<file path="src/rtl/root_request_arbiter_if.sv">
// Signal bundle between the requesters, the root request arbiter and the
// square-root engine. The arbiter uses the slave view; whoever drives the
// requests and models the engine uses the master view.
interface root_request_arbiter_if #(
  parameter int REQUESTERS  = 2,
  parameter int WIDTH_ALPHA = 8,
  parameter int WIDTH_ROOT  = 8
);
  logic [REQUESTERS-1:0]             request;
  logic [REQUESTERS*WIDTH_ALPHA-1:0] alpha_flat;
  logic [REQUESTERS-1:0]             grant;
  logic [REQUESTERS-1:0]             done;
  logic [WIDTH_ROOT-1:0]             root_out;
  logic                              error;
  logic                              busy;
  logic                              engine_start;
  logic [WIDTH_ALPHA-1:0]            engine_alpha;
  logic                              engine_done;
  logic [WIDTH_ROOT-1:0]             engine_root;

  modport slave (
    input  request,
    input  alpha_flat,
    input  engine_done,
    input  engine_root,
    output grant,
    output done,
    output root_out,
    output error,
    output busy,
    output engine_start,
    output engine_alpha
  );

  modport master (
    output request,
    output alpha_flat,
    output engine_done,
    output engine_root,
    input  grant,
    input  done,
    input  root_out,
    input  error,
    input  busy,
    input  engine_start,
    input  engine_alpha
  );
endinterface

</file>
<file path="src/rtl/root_request_arbiter.sv">
// Round-robin front end that shares one square-root engine between several
// requesters. One job is in flight at a time: IDLE picks a winner, ISSUE
// pulses grant/start, WAIT waits for the engine (bounded by TIMEOUT) and
// REPLY hands the root back with a one-cycle done pulse.
module root_request_arbiter #(
  parameter int REQUESTERS  = 2,
  parameter int WIDTH_ALPHA = 8,
  parameter int WIDTH_ROOT  = 8,
  parameter int TIMEOUT     = 64
) (
  input logic                   clock,
  input logic                   reset,
  root_request_arbiter_if.slave bus
);

  localparam int IDXW = (REQUESTERS > 1) ? $clog2(REQUESTERS) : 1;
  localparam int TW   = $clog2(TIMEOUT + 1);
  localparam logic [TW-1:0] TIMER_LAST = TW'(TIMEOUT - 1);

  typedef enum logic [1:0] {
    IDLE  = 2'd0,
    ISSUE = 2'd1,
    WAIT  = 2'd2,
    REPLY = 2'd3
  } state_t;

  state_t                  state_q;
  logic [IDXW-1:0]         ptr_q;
  logic [IDXW-1:0]         idx_q;
  logic [WIDTH_ALPHA-1:0]  alpha_q;
  logic [WIDTH_ROOT-1:0]   root_q;
  logic                    err_q;
  logic [TW-1:0]           timer_q;
  logic [REQUESTERS-1:0]   grant_q;
  logic [REQUESTERS-1:0]   done_q;
  logic                    busy_q;
  logic                    start_q;

  logic                    pickValid_d;
  logic [IDXW-1:0]         pickIdx_d;
  logic [WIDTH_ALPHA-1:0]  pickAlpha_d;

  // Adds an offset below REQUESTERS to an index and wraps it, so that
  // non-power-of-two requester counts rotate correctly.
  function automatic logic [IDXW-1:0] wrapIdx(input logic [IDXW-1:0] base,
                                              input int              offset);
    int sum;
    sum = int'(base) + offset;
    if (sum >= REQUESTERS) sum = sum - REQUESTERS;
    return IDXW'(sum);
  endfunction

  // One-hot vector with only bit idx set.
  function automatic logic [REQUESTERS-1:0] oneHot(input logic [IDXW-1:0] idx);
    logic [REQUESTERS-1:0] v;
    v      = '0;
    v[idx] = 1'b1;
    return v;
  endfunction

  // Round-robin pick: first active request scanning from the pointer upward.
  always_comb begin
    pickValid_d = 1'b0;
    pickIdx_d   = '0;
    pickAlpha_d = '0;
    for (int k = 0; k < REQUESTERS; k++) begin
      if (!pickValid_d && bus.request[wrapIdx(ptr_q, k)]) begin
        pickValid_d = 1'b1;
        pickIdx_d   = wrapIdx(ptr_q, k);
      end
    end
    for (int i = 0; i < REQUESTERS; i++) begin
      if (IDXW'(i) == pickIdx_d) begin
        pickAlpha_d = bus.alpha_flat[i*WIDTH_ALPHA +: WIDTH_ALPHA];
      end
    end
  end

  // Job sequencer: state, latched job data and all registered outputs.
  always_ff @(posedge clock or posedge reset) begin
    if (reset) begin
      state_q <= IDLE;
      ptr_q   <= '0;
      idx_q   <= '0;
      alpha_q <= '0;
      root_q  <= '0;
      err_q   <= 1'b0;
      timer_q <= '0;
      grant_q <= '0;
      done_q  <= '0;
      busy_q  <= 1'b0;
      start_q <= 1'b0;
    end else begin
      case (state_q)
        IDLE: begin
          if (pickValid_d) begin
            idx_q   <= pickIdx_d;
            alpha_q <= pickAlpha_d;
            grant_q <= oneHot(pickIdx_d);
            start_q <= 1'b1;
            busy_q  <= 1'b1;
            state_q <= ISSUE;
          end
        end
        ISSUE: begin
          grant_q <= '0;
          start_q <= 1'b0;
          timer_q <= '0;
          state_q <= WAIT;
        end
        WAIT: begin
          if (bus.engine_done) begin
            root_q  <= bus.engine_root;
            err_q   <= 1'b0;
            done_q  <= oneHot(idx_q);
            state_q <= REPLY;
          end else if (timer_q == TIMER_LAST) begin
            root_q  <= '0;
            err_q   <= 1'b1;
            done_q  <= oneHot(idx_q);
            state_q <= REPLY;
          end else begin
            timer_q <= timer_q + 1'b1;
          end
        end
        REPLY: begin
          done_q  <= '0;
          root_q  <= '0;
          err_q   <= 1'b0;
          busy_q  <= 1'b0;
          ptr_q   <= wrapIdx(idx_q, 1);
          state_q <= IDLE;
        end
        default: begin
          state_q <= IDLE;
        end
      endcase
    end
  end

  assign bus.grant        = grant_q;
  assign bus.done         = done_q;
  assign bus.root_out     = root_q;
  assign bus.error        = err_q;
  assign bus.busy         = busy_q;
  assign bus.engine_start = start_q;
  assign bus.engine_alpha = alpha_q;

endmodule

</file>
<file path="src/flat_wrapper.sv">
// flat-port wrapper written by rule: the top's interface ports become plain ports
module root_request_arbiter_flat 
#(
  parameter int REQUESTERS  = 2,
  parameter int WIDTH_ALPHA = 8,
  parameter int WIDTH_ROOT  = 8,
  parameter int TIMEOUT     = 64
)
  (clock, reset, bus_request, bus_alpha_flat, bus_engine_done, bus_engine_root, bus_grant, bus_done, bus_root_out, bus_error, bus_busy, bus_engine_start, bus_engine_alpha);
  root_request_arbiter_if #(.REQUESTERS(REQUESTERS), .WIDTH_ALPHA(WIDTH_ALPHA), .WIDTH_ROOT(WIDTH_ROOT)) bus_i ();
  input logic clock;
  input logic reset;
  input wire logic [$bits(bus_i.request)-1:0] bus_request;
  input wire logic [$bits(bus_i.alpha_flat)-1:0] bus_alpha_flat;
  input wire logic [$bits(bus_i.engine_done)-1:0] bus_engine_done;
  input wire logic [$bits(bus_i.engine_root)-1:0] bus_engine_root;
  output wire logic [$bits(bus_i.grant)-1:0] bus_grant;
  output wire logic [$bits(bus_i.done)-1:0] bus_done;
  output wire logic [$bits(bus_i.root_out)-1:0] bus_root_out;
  output wire logic [$bits(bus_i.error)-1:0] bus_error;
  output wire logic [$bits(bus_i.busy)-1:0] bus_busy;
  output wire logic [$bits(bus_i.engine_start)-1:0] bus_engine_start;
  output wire logic [$bits(bus_i.engine_alpha)-1:0] bus_engine_alpha;
  assign bus_i.request = bus_request;
  assign bus_i.alpha_flat = bus_alpha_flat;
  assign bus_i.engine_done = bus_engine_done;
  assign bus_i.engine_root = bus_engine_root;
  assign bus_grant = bus_i.grant;
  assign bus_done = bus_i.done;
  assign bus_root_out = bus_i.root_out;
  assign bus_error = bus_i.error;
  assign bus_busy = bus_i.busy;
  assign bus_engine_start = bus_i.engine_start;
  assign bus_engine_alpha = bus_i.engine_alpha;
  root_request_arbiter #(.REQUESTERS(REQUESTERS), .WIDTH_ALPHA(WIDTH_ALPHA), .WIDTH_ROOT(WIDTH_ROOT), .TIMEOUT(TIMEOUT)) u_core (.clock(clock), .reset(reset), .bus(bus_i));
endmodule
</file>
<file path="config.mk">
export PLATFORM = sky130hd
export DESIGN_NAME = root_request_arbiter_flat
export DESIGN_NICKNAME = d
export VERILOG_FILES = /design/src/rtl/root_request_arbiter_if.sv /design/src/rtl/root_request_arbiter.sv /design/src/flat_wrapper.sv
export SDC_FILE = /design/constraint.sdc
export NUM_CORES = 1
export LEC_CHECK = 0
export BUFFER_PORTS_ARGS = -buffer_cell sky130_fd_sc_hd__buf_2
export CAP_MARGIN = 20
export CORE_MARGIN = 10
export CORE_UTILIZATION = 45
export CTS_BUF_LIST = sky130_fd_sc_hd__clkbuf_16
export CTS_CLUSTER_SIZE = 12
export DETAILED_ROUTE_END_ITERATION = 10
export PLACE_DENSITY_LB_ADDON = 0.15
export SLEW_MARGIN = 20
export SYNTH_ARGS = -nofsm -noshare
export SYNTH_HDL_FRONTEND = slang
export SYNTH_SLANG_ARGS = --single-unit
</file>
<file path="constraint.sdc">
create_clock -name clock -period 1.9 [get_ports clock]
set_input_delay 0.285 -clock clock [delete_from_list [all_inputs] [get_ports clock]]
set_output_delay 0.285 -clock clock [all_outputs]
set_load 0.02 [all_outputs]
</file>
==> flow_metrics.env <==
export IMPL_io_pins=52
export IMPL_postSynth_asyncResetShare_pct=100.0
export IMPL_hold_path_class="primary input to asynchronous set/reset pin"
export IMPL_comb_power_share_pct=40.8
export IMPL_synth_ff_type="dfrtp_1"
export IMPL_post_cts_setup_buffer_count=0
export IMPL_initial_utilization_pct=46.61
export IMPL_cp_required_ns=2.06
export IMPL_rsz0062_at_grt="no"
export IMPL_cts_sinks=34
export IMPL_power_density_nw_per_um2=1578
export IMPL_totalWireLength_mm=3.780
export IMPL_status="complete, no violations"
export IMPL_dieArea_um2=6245
export IMPL_total_power_mw=3.225
export IMPL_num_nets_final=244
export IMPL_relSlewSlack_pct=67.91
export IMPL_drv_slew=0
export IMPL_yosys_warnings=0
export IMPL_cp_slowest_cell="dfrtp_1"
export IMPL_arrival_ns=1.89
export IMPL_grt_max_degree=18
export IMPL_synth_top_cell_area_share_pct=54.27
export IMPL_cp_top_family="compound AO/OA/AOI/OAI gates"
export IMPL_hold_ws_ns=0.01293
export IMPL_critPathCaptureType="flop"
export IMPL_design_core_area_um2=3363
export IMPL_rows=21
export IMPL_grt_pass1_wl_mm=6.299
export IMPL_synthTopCellsByCount="dfrtp_1 (34), nand2_1 (23), o21ai_0 (17), mux2i_1 (9), a22o_1 (7)"
export IMPL_vias=1322
export IMPL_antenna_found_initial=0
export IMPL_yosysSeqAreaShare_pct=54.27
export IMPL_cts_buffers=5
export IMPL_p_seq_share_pct=35.2
export IMPL_clock_skew_ns=0.003445
export IMPL_drive_above_1_share_pct=32.23
export IMPL_crit_chain="inv_1, ha_1, nor2b_1, o31a_1, buf_4, a21oi_1, o22a_1"
export IMPL_dieHeight_um=79.03
export IMPL_setup_viol=0
export IMPL_period_share_pct=91.25
export IMPL_post_drt_via_cell_ratio=5.144
export IMPL_hpwl_mm=3.011
export IMPL_tritoncts="done"
export IMPL_post_route_min_period_ns=1.734
export IMPL_ys_ff_latch=34
export IMPL_synth_edf_count=0
export IMPL_ant_nets=0
export IMPL_drc=0
export IMPL_holdBufCountCts=0
export IMPL_grt_overflow=0
export IMPL_ir_worst_vdd_mv=0.7333
export IMPL_power_internal_mw=1.965
export IMPL_syn_area_per_cell_um2=10.38
export IMPL_h_tree_depth=2
export IMPL_final_hold_viol_count=0
export IMPL_yosys_area_top_type="dfrtp_1"
export IMPL_gp_congestion=0.8282
export IMPL_postSynthNetCount=185
export IMPL_die_x_um=79.03
export IMPL_power_share_switching_pct=39.08
export IMPL_synth_cell_types=34
export IMPL_power_leakage_nw=1.070
export IMPL_root_buffer="clkbuf_16"
export IMPL_fmax_ghz=0.5768
export IMPL_yosysMostFrequentCell="dfrtp_1"
export IMPL_p_switching_mw=1.260
export IMPL_wl_per_cell_um=14.71
export IMPL_critPathKind="flop to flop"
export IMPL_syn_area_um2=1568
export IMPL_antennaDiodeCount=0
export IMPL_placed_cells=249
export IMPL_grt_usage_pct=12.47
export IMPL_cts_buffer_depth=2
export IMPL_pwr_share_clk_pct=23.9
export IMPL_clk_pin_slew_worst_paths_ns=0.05
export IMPL_grt_pass1_vias=1444
export IMPL_maxCapViolCount=0
export IMPL_stdcell_count=257
export IMPL_cts_resized_gates=0
export IMPL_tns_ns=0
export IMPL_cp_start_kind="flop"
export IMPL_cpPeakStageDelay_ns=0.41
export IMPL_netlist_instances=151
export IMPL_io_buffer_count=51
export IMPL_crit_buf_inv=2
export IMPL_tightest_slew_ns=0.4807
export IMPL_drt_iter0_markers=99
export IMPL_cp_max_fo=7
export IMPL_areaGrowthSynthToFinish_pct=30.41
export IMPL_netlist_top_cells_area="dfrtp_1 (54%), mux2i_1 (5.7%), nand2_1 (5.5%)"
export IMPL_final_core_util_pct=60.79
export IMPL_dr_pass1_iters=4
export IMPL_clock_latency_ns=0.28
cells in the final DEF (no fill, tap or decap), types with 2 or more instances in the layout:
master	instances
inv_1	6
dfrtp_1	34
nand3_1	2
mux2i_1	9
o2bb2ai_1	4
clkbuf_16	5
o21ai_1	5
a31oi_1	3
buf_4	7
buf_2	51
a21oi_1	6
ha_1	5
o21ai_0	16
nor2_1	4
nand2_1	23
and3_1	3
nand2b_1	2
a22o_1	7
registers in the layout, indices dropped and copies added (netlist names):
register and cells:
u_core.state_q 2, u_core.bus.error 1, u_core.bus.grant 2, u_core.timer_q 7
u_core.ptr_q 1, u_core.idx_q 1, u_core.bus.engine_alpha 8, u_core.bus.busy 1
u_core.bus.done 2, u_core.bus.root_out 8, u_core.bus.engine_start 1
cells by family (layout without fill, tap and decap cells):
group | count (synthesis) | after routing | synth area share [%]
AOI/OAI and AO/OA | 48 | 48 | 19.87
DFF | 34 | 34 | 54.27
and+or+nand+nor | 41 | 41 | 11.81
buffers and inverters | 13 | 73 | 3.591
adders and majority gates | 5 | 5 | 3.990
muxes | 10 | 10 | 6.465
layer usage:
metal,GRT usage (%),up-vias,share of wire (%)
met1,12.89,627,41
met5,0,-,0
met3,5.518,5,5.8
li1,-,657,-
met4,4.659,0,1.0
met2,21.78,33,52
layout make-up:
| class | count | area, um^2 |
|---|---|---|
| Clock inverter | 3 | 16.27 |
| Multi-Input combinational cell | 104 | 660.6 |
| Clock buffer | 5 | 125.1 |
| Fill cell | 308 | 1319 |
| Sequential cell | 34 | 850.8 |
| Inverter | 7 | 26.28 |
| Tap cell | 46 | 57.56 |
| Timing Repair Buffer | 58 | 307.8 |
stage by stage:
step	setup slack [ns]	area [um^2]
finish	0.1662	2044
global route	0.03507	2044
CTS	0.1547	2044
detailed placement	0.1945	1903
global placement	0.2483	1903
floorplan	0.2558	1568
worst reg2reg max path, stage by stage, from the launching register on:
cell and delay, ns:
dfrtp_1 0.41, inv_1 0.10, ha_1 0.28, nor2b_1 0.21
o31a_1 0.20, buf_4 0.15, a21oi_1 0.06, o22a_1 0.21
final timing paths:
check	slack, ns	end	start	cells after the start
min reg2reg	0.48	u_core.bus.engine_alpha[5]$_DFFE_PP0P_	u_core.bus.engine_alpha[5]$_DFFE_PP0P_	2
max	0.17	u_core.state_q[0]$_DFFE_PP0P_	u_core.state_q[0]$_DFFE_PP0P_	7
min in group clock	0.23	u_core.bus.root_out[5]$_DFFE_PP0P_	bus_engine_root[5]	2
max in group asynchronous	1.33	u_core.bus.root_out[1]$_DFFE_PP0P_	reset	3
min	0.01	u_core.bus.root_out[2]$_DFFE_PP0P_	reset	2
max reg2reg	0.17	u_core.state_q[0]$_DFFE_PP0P_	u_core.state_q[0]$_DFFE_PP0P_	7
power by group through the flow:
stage,Sequential [mW],Combinational [mW],Clock (mW)
3_5_place_dp,1.15,1.33,0
3_3_place_gp,1.13,1.30,0
5_1_grt,1.17,1.46,0.826
2_1_floorplan,1.34,0.692,0
4_1_cts,1.14,1.34,0.780
6_report,1.14,1.32,0.772
(Power assumes the default switching activity.)
